File: src/rtl/ifetch.sv
// ifetch: instruction fetch stage wrapped around the instruction RAM.
// Generates the next fetch address and read enable, captures the
// 1-cycle-latency RAM response into a 2-entry {pc, inst} FIFO, and hands the
// head to decode over a valid/ready handshake. A redirect (jump_en_i) flushes
// the FIFO, drops any in-flight response and issues the target in the same
// cycle.
// Optional build macro IFETCH_BYPASS_EN: when the FIFO is empty, a returning
// response is presented to decode combinationally in its arrival cycle.
module ifetch #(
  parameter logic [31:0] RST_PC    = 32'h0800_0000,
  parameter int          BUF_DEPTH = 2
) (
  input  logic        clk,
  input  logic        rst_n,
  input  logic        iram_rstn_i,
  output logic [31:0] pc_n_o,
  output logic        iram_rd_o,
  input  logic [31:0] pc_i,
  input  logic [31:0] inst_i,
  input  logic        jump_en_i,
  input  logic [31:0] jump_addr_i,
  output logic        if_valid_o,
  input  logic        id_ready_i,
  output logic [31:0] if_pc_o,
  output logic [31:0] if_inst_o
);

  // ---------------------------------------------------------------- state
  logic [1:0]  r_count;                 // occupied FIFO entries (0..2)
  logic        r_head;                  // FIFO read index
  logic        r_pending;               // a RAM response is due this cycle
  logic        r_boot;                  // waiting for the RAM's reset fetch
  logic [31:0] r_fetch_pc;              // next sequential fetch address
  logic [31:0] r_pc_q   [BUF_DEPTH];
  logic [31:0] r_inst_q [BUF_DEPTH];

  // ---------------------------------------------------------------- wires
  logic [31:0] w_tgt;
  logic [31:0] w_pc_n;
  logic        w_push;
  logic        w_byp;
  logic        w_valid;
  logic        w_pop;
  logic        w_fpop;
  logic        w_wr;
  logic        w_widx;
  logic [2:0]  w_occ;
  logic        w_rd;
  logic        w_unused;

  // Low address bits are ignored: fetch is always word aligned.
  assign w_unused = ^jump_addr_i[1:0];
  assign w_tgt    = {jump_addr_i[31:2], 2'b00};

  // Until the RAM has done its own reset fetch, the address on the bus is
  // the reset PC; afterwards it is the sequential fetch pointer.
  assign w_pc_n = jump_en_i ? w_tgt : (r_boot ? RST_PC : r_fetch_pc);

  // A due response is captured unless a redirect kills it this cycle.
  assign w_push = r_pending & ~jump_en_i;

`ifdef IFETCH_BYPASS_EN
  assign w_byp = (r_count == 2'd0) & w_push;
`else
  assign w_byp = 1'b0;
`endif

  assign w_valid = (r_count != 2'd0) | w_byp;
  assign w_pop   = w_valid & id_ready_i;
  // Pop that actually removes a stored entry (a bypassed pop never stored).
  assign w_fpop  = w_pop & (r_count != 2'd0);
  // A bypassed response that decode takes immediately is not written.
  assign w_wr    = w_push & ~(w_byp & w_pop);
  assign w_widx  = r_head ^ r_count[0];

  // Entries that will be held or in flight after this cycle if we do not
  // issue; issuing is safe while that leaves room for one more.
  assign w_occ = {1'b0, r_count} + {2'b00, r_pending} - {2'b00, w_pop};

  // The RAM owns the bus during its reset fetch; a redirect always issues.
  assign w_rd = ~iram_rstn_i & (jump_en_i | (~r_boot & (w_occ < 3'd2)));

  assign pc_n_o     = w_pc_n;
  assign iram_rd_o  = w_rd;
  assign if_valid_o = w_valid;
  assign if_pc_o    = w_byp ? pc_i   : r_pc_q[r_head];
  assign if_inst_o  = w_byp ? inst_i : r_inst_q[r_head];

  // Fetch pointer, outstanding-response flag and boot tracking.
  always_ff @(posedge clk or negedge rst_n) begin
    if (!rst_n) begin
      r_fetch_pc <= RST_PC + 32'd4;
      r_pending  <= 1'b0;
      r_boot     <= 1'b1;
    end else begin
      // The RAM's reset-fetch cycle is an implicit issue of RST_PC unless a
      // redirect discards it.
      r_pending <= w_rd | (iram_rstn_i & ~jump_en_i);
      if (iram_rstn_i | jump_en_i)
        r_boot <= 1'b0;
      if (w_rd)
        r_fetch_pc <= w_pc_n + 32'd4;
      else if (iram_rstn_i)
        r_fetch_pc <= jump_en_i ? w_tgt : RST_PC + 32'd4;
    end
  end

  // FIFO occupancy and head pointer; a redirect empties the buffer.
  always_ff @(posedge clk or negedge rst_n) begin
    if (!rst_n) begin
      r_count <= 2'd0;
      r_head  <= 1'b0;
    end else if (jump_en_i) begin
      r_count <= 2'd0;
    end else begin
      r_count <= r_count + {1'b0, w_wr} - {1'b0, w_fpop};
      if (w_fpop)
        r_head <= ~r_head;
    end
  end

  // FIFO storage: write the captured response behind the occupied entries.
  always_ff @(posedge clk or negedge rst_n) begin
    if (!rst_n) begin
      for (int i = 0; i < BUF_DEPTH; i++) begin
        r_pc_q[i]   <= 32'd0;
        r_inst_q[i] <= 32'd0;
      end
    end else if (w_wr) begin
      r_pc_q[w_widx]   <= pc_i;
      r_inst_q[w_widx] <= inst_i;
    end
  end

  // The issue rule must never let a response arrive into a full buffer.
  a_no_overflow : assert property (@(posedge clk) disable iff (!rst_n)
    !(w_wr && (r_count == 2'd2) && !w_fpop));

endmodule

File: config.mk
export PLATFORM = sky130hd
export DESIGN_NAME = ifetch
export DESIGN_NICKNAME = d
export VERILOG_FILES = /design/src/rtl/ifetch.sv
export SDC_FILE = /design/constraint.sdc
export NUM_CORES = 1
export LEC_CHECK = 0
export ABC_CLOCK_PERIOD_IN_PS = 5200
export CELL_PAD_IN_SITES_DETAIL_PLACEMENT = 1
export CELL_PAD_IN_SITES_GLOBAL_PLACEMENT = 2
export CORE_UTILIZATION = 35
export DETAILED_ROUTE_END_ITERATION = 16
export PLACE_DENSITY_LB_ADDON = 0.1
export SLEW_MARGIN = 20
export SYNTH_ARGS = -nofsm -noshare
export SYNTH_HDL_FRONTEND = slang
export SYNTH_SLANG_ARGS = --single-unit
File: constraint.sdc
create_clock -name clk -period 5.2 [get_ports clk]
set_input_delay 0.52 -clock clk [delete_from_list [all_inputs] [get_ports clk]]
set_output_delay 0.52 -clock clk [all_outputs]
set_load 0.01 [all_outputs]
==> results of run 1 <==
worst reg2reg max path, delay by kind of cell (launching register included):
family	cells	cell delay, ns
flops	1	0.45
compound gates	1	0.28
xor+xnor	1	0.17
buf+inv	2	0.53
simple gates	7	1.45
fa+ha+maj	2	0.68
layout make-up:
cell class | instances | area, um^2
Antenna cell | 1 | 2.50
Clock buffer | 18 | 429
Clock inverter | 13 | 114
Fill cell | 2477 | 12200
Inverter | 9 | 33.8
Multi-Input combinational cell | 465 | 4020
Sequential cell | 165 | 4130
Tap cell | 319 | 399
Timing Repair Buffer | 207 | 2040
Yosys cell counts, drive strengths merged, types with 4 or more instances:
cell type  count
clkbuf        34
xnor2         15
a31oi          6
mux2         192
xor2          13
nand2         34
mux2i          4
and2           7
a22o          13
and3           5
nand4bb        8
nand3         18
nor3           7
nand2b        13
nor4b          4
a22oi         28
nor3b          5
dfrtp        162
buf           10
a21oi          8
nor2          15
inv            9
ha             4
o21ai         34
nand4          4
per-stage QoR:
stage	setup slack [ns]	cell area [um^2]	util [%]	std cells	hold WS, ns
2_1_floorplan	1.51	8350	-	683	0.224
3_3_place_gp	1.08	10600	45.4	1165	0.463
3_5_place_dp	0.990	10600	45.4	1165	0.471
4_1_cts	0.668	11200	47.7	1196	0.0351
5_1_grt	0.497	11200	47.7	1196	0.0527
6_report	0.703	11200	47.7	1197	0.0306
how the worst max path moves through the flow:
stage	slack [ns]	end	startpoint	cells past startpoint
2_1_floorplan	1.51	r_fetch_pc[20]	jump_en_i	15
3_3_place_gp	1.08	iram_rd_o	id_ready_i	12
3_5_place_dp	0.99	iram_rd_o	id_ready_i	12
4_1_cts	0.67	iram_rd_o	r_count[1]	12
5_1_grt	0.50	iram_rd_o	r_count[1]	12
6_report	0.70	iram_rd_o	r_count[1]	12
kinds of logic after synthesis:
logic type	after synthesis	synth area share (%)
muxes	196	26.4
buffers and inverters	53	2.61
AOI/OAI and AO/OA	105	8.57
xor gates and xnor gates	28	2.94
DFF	165	49.5
and+or+nand+nor	131	9.19
adders and majority gates	5	0.839
flip-flops by register name, summed over array words and instances, names as in the netlist:
| signal | count |
|---|---|
| r_count | 2 |
| r_boot | 1 |
| r_head | 1 |
| r_inst_q | 64 |
| r_pending | 1 |
| r_fetch_pc | 32 |
| r_pc_q | 64 |
report_power, final:
group          internal, mW  switching, mW  total (mW)
Combinational          1.90           1.33        3.23
Sequential             1.89          0.315        2.20
Clock                 0.625          0.567        1.19
Total                  4.41           2.22        6.62
metal layers:
metal | up-vias | share of wire (%) | GRT usage [%]
met2 | 166 | 50 | 34.9
met3 | 34 | 4.2 | 3.96
met5 | - | 0 | 0
met1 | 3289 | 44 | 25.7
li1 | 2863 | - | -
met4 | 0 | 2.1 | 7.19
==> results.yml, run 1 <==
die:
  io_pins: 199
  initial_core_util_pct: 35.7
  die-area_um2: 24500
  coreArea_um2: 23400
  fp.dieW_um: 156
  rows: 56
  die_h_um: 156
critical_path:
  cp_slowest_stage_delay_ns: 0.54
  worstReg2RegEnd: "r_fetch_pc[17]"
  required_ns: 4.68
  crit_family: "simple AND/OR/NAND/NOR gates"
  crit_top_cell: "or2_2"
  path_buf_inv: 3
  critPathKind: "reg -> out"
  crit_slowest_cell: "clkdlybuf4s50_1"
  crit_path_end_kind: "output port"
  cp_max_fo: 10
  path_cells: "or2_2, and2_1, ha_1, nand2b_1, fa_1, xor2_1, nor3b_2, buf_4, nor2_1, or2_2, inv_1, clkdlybuf4s50_1"
  arrival_ns: 3.98
  worst-r2r-setup-slack_ns: 1.53
  start_kind: "flip-flop"
  r2r_cells: 13
  r2r_start: "r_count[1]"
cts:
  root_buffer: "clkbuf_16"
  ctsResizeCount: 0
  cts.htree.levels: 4
  clock_sinks: 165
  postCtsHoldBufs: 0
  postCtsSetupRepairBufs: 0
  numCtsBuffers: 17
  clk_pin_slew_ns: 0.07
  cts_tree: "built"
  clk_latency_ns: 0.43
  cts_buffer_depth: 2
timing:
  slew_headroom_pct: 29.6
  tightest_slew_ns: 1.05
  drv_slew: 0
  rsz0062_at_grt: "no"
  fin_tns_setup_ns: 0
  clock_skew_ns: 0.0178
  setup_viol: 0
  finalCritPeriodShare_pct: 86.5
  clock.fmax_mhz: 222
  hold_violations: 0
  finalCriticalPeriod_ns: 4.50
logic_synthesis:
  yosysSeqAreaShare_pct: 49.5
  synth-warning-count: 0
  syn_area_per_cell_um2: 12.2
  yosysTopAreaCell: "dfrtp_1"
  synth_flop_cell: "dfrtp_1"
  synthArstFlopShare_pct: 100
  synth-edff-count: 0
  syn_nets: 789
  ys_ff_latch: 165
  synth.distinct_cells: 53
  synth_area_um2: 8350
  synth_area_leaders: "dfrtp_1 49%, mux2_2 26%, a22oi_1 2.5%"
  synth_top_area_share_pct: 48.5
  synthCells: 683
global_route:
  grt_max_degree: 66
  grt_pass1_wl_um: 38500
  grt.overflow.total: 0
  antenna_found_initial: 0
  grt_util_all_layers_pct: 20.5
  grt_pass1_vias: 6992
finish:
  drive_above_1_share_pct: 28.7
  area_growth_pct: 33.8
  final_nets: 971
  final_common_cell: "clkdlybuf4s50_1"
  final_cell_mix: "194 x clkdlybuf4s50_1, 192 x mux2_2, 161 x dfrtp_1"
drt:
  num_vias: 6352
  avgViaCountPerCell: 5.31
  drc: 2
  finalWirelength_um: 23900
  final_antenna_net_count: 0
  initialDrtViolationCount: 233
  first_pass_iters: 10
  wl_per_cell_um: 19.9
power:
  ir_worst_vdd_mv: 0.209
  p_per_area_nw_per_um2: 593
  total_power_mw: 6.62
  p_leak_nw: 4.44
run_status:
  violations: "design-rule violations"
  outcome: "complete, but fails checks"
place:
  dpl.hpwl_um: 16300
  port_buffers: 196
  routabilityCongestion: 0.800
run:
  cap_violations: 0
hold_path:
  hold_class: "in -> async"
Note: power is estimated with default switching activity, not from simulation.
==> run 2, diff against run 1 <==
- CAP_MARGIN: not set -> 0
==> results of run 2 <==
Final layout, timing and power as in run 1 (identical DEF).
==> run 3, diff against run 2 <==
- CORE_MARGIN: not set -> 5
- TNS_END_PERCENT: not set -> 10
==> run 3 against run 2 <==
The flow now finishes without violations; register-to-register slack gained 0.16 ns; first-iteration DRC count down 11%; critical endpoint unchanged; sequential power rose by 3%.
==> results.yml, run 3 (same netlist as run 1, synthesis figures left out) <==
run_status:
  outcome: "complete, no violations"
die:
  die_h_um: 164
  coreArea_um2: 23500
  io_pins: 199
  rows: 56
  die-area_um2: 27000
  fp.dieW_um: 164
  initial_core_util_pct: 35.6
global_route:
  grt_max_degree: 82
  grt_pass1_vias: 7001
  antenna_found_initial: 0
  grt.overflow.total: 0
  grt_pass1_wl_um: 38800
  grt_util_all_layers_pct: 18.3
power:
  p_leak_nw: 4.46
  p_per_area_nw_per_um2: 597
  ir_worst_vdd_mv: 0.306
drt:
  initialDrtViolationCount: 207
  finalWirelength_um: 24400
  final_antenna_net_count: 0
  wl_per_cell_um: 20.4
  num_vias: 6260
  wl_met1_um: 10700
  met3WireLength_um: 1200
  wl_met2_um: 12200
  first_pass_iters: 4
  dr.max_layer_used: "met4"
  drc: 0
  avgViaCountPerCell: 5.23
finish:
  num_antenna_cells: 0
  reg.largest.list: "r_inst_q: 64 flops, r_pc_q: 64 flops, r_fetch_pc: 32 flops"
  final_nets: 971
  nFillCells: 2464
  final_cell_mix: "194 x clkdlybuf4s50_1, 192 x mux2_2, 161 x dfrtp_1"
  drive_above_1_share_pct: 28.7
  fin_area_um2: 11200
  area_growth_pct: 34.3
  final_common_cell: "clkdlybuf4s50_1"
critical_path:
  worst-r2r-setup-slack_ns: 1.69
  critPathKind: "reg -> out"
  required_ns: 4.68
  r2r_cells: 11
  worstReg2RegEnd: "r_fetch_pc[17]"
  arrival_ns: 4.07
  cp_max_fo: 25
  r2r_start: "r_count[1]"
  crit_path_end_kind: "output port"
  start_kind: "flip-flop"
timing:
  slew_headroom_pct: 33.5
  drv_slew: 0
  fin_tns_setup_ns: 0
  clock.fmax_mhz: 218
  finalCritPeriodShare_pct: 88.3
  finalCriticalPeriod_ns: 4.59
  hold_violations: 0
  clock_skew_ns: 0.0137
  tightest_slew_ns: 0.998
  setup_viol: 0
  rsz0062_at_grt: "no"
cts:
  clock_sinks: 165
  clk_latency_ns: 0.43
  cts_tree: "built"
  cts_buffer_depth: 2
  clk_pin_slew_ns: 0.07
  root_buffer: "clkbuf_16"
  ctsResizeCount: 0
  postCtsHoldBufs: 0
  numCtsBuffers: 17
  postCtsSetupRepairBufs: 0
  cts.htree.levels: 4
place:
  place_area_um2: 10600
  routabilityCongestion: 0.779
  dpl.hpwl_um: 16600
  port_buffers: 196
run:
  cap_violations: 0
hold_path:
  hold_class: "in -> async"
-- run 3: area by class of cell --
type,instances,area (um^2),area share [%]
Clock buffer,19,433,3.86
Clock inverter,13,145,1.29
Inverter,9,33.8,0.301
Multi-Input combinational cell,465,4020,35.9
Sequential cell,165,4130,36.9
Tap cell,319,399,3.56
Timing Repair Buffer,207,2050,18.3
-- run 3: metal layers --
metal,track usage [%],vias to the layer above
li1,-,2863
met1,23.0,3237
met2,31.7,137
met3,4.32,23
met4,4.61,0
met5,0,-
-- run 3: how the worst max path moves through the flow --
| stage | cells after the start | start | to |
|---|---|---|---|
| 2_1_floorplan | 15 | jump_en_i | r_fetch_pc[20] |
| 3_3_place_gp | 11 | id_ready_i | iram_rd_o |
| 3_5_place_dp | 11 | id_ready_i | iram_rd_o |
| 4_1_cts | 11 | r_count[1] | iram_rd_o |
| 5_1_grt | 11 | r_count[1] | iram_rd_o |
| 6_report | 11 | r_count[1] | iram_rd_o |
-- run 3: metrics by stage --
step           utilization, %  total power [mW]  setup WS, ns  std cells  hold WS, ns
6_report                 47.8              6.69         0.610       1197        0.140
5_1_grt                  47.8              7.11         0.342       1197        0.177
4_1_cts                  47.7              6.79         0.572       1196        0.161
3_5_place_dp             45.2              5.50         0.907       1164        0.484
3_3_place_gp             45.2              5.35         0.912       1164        0.464
2_1_floorplan               -              4.02          1.51        683        0.224
-- run 3: report_power, final --
group | internal, mW | leakage [nW] | switching [mW]
Clock | 0.679 | 0.281 | 0.582
Sequential | 1.89 | 1.97 | 0.380
Combinational | 1.89 | 2.21 | 1.27
Total | 4.46 | 4.46 | 2.23
-- run 3: critical path, stage by stage, from the launching register on --
cell and delay [ns]:
dfrtp_1 0.45, or2_2 0.31, and2_1 0.20, ha_1 0.27
nand2b_1 0.16, fa_1 0.38, xor2_1 0.17, nor3b_2 0.08
nor2_1 0.36, or2_2 0.59, inv_1 0.15, clkdlybuf4s50_1 0.52
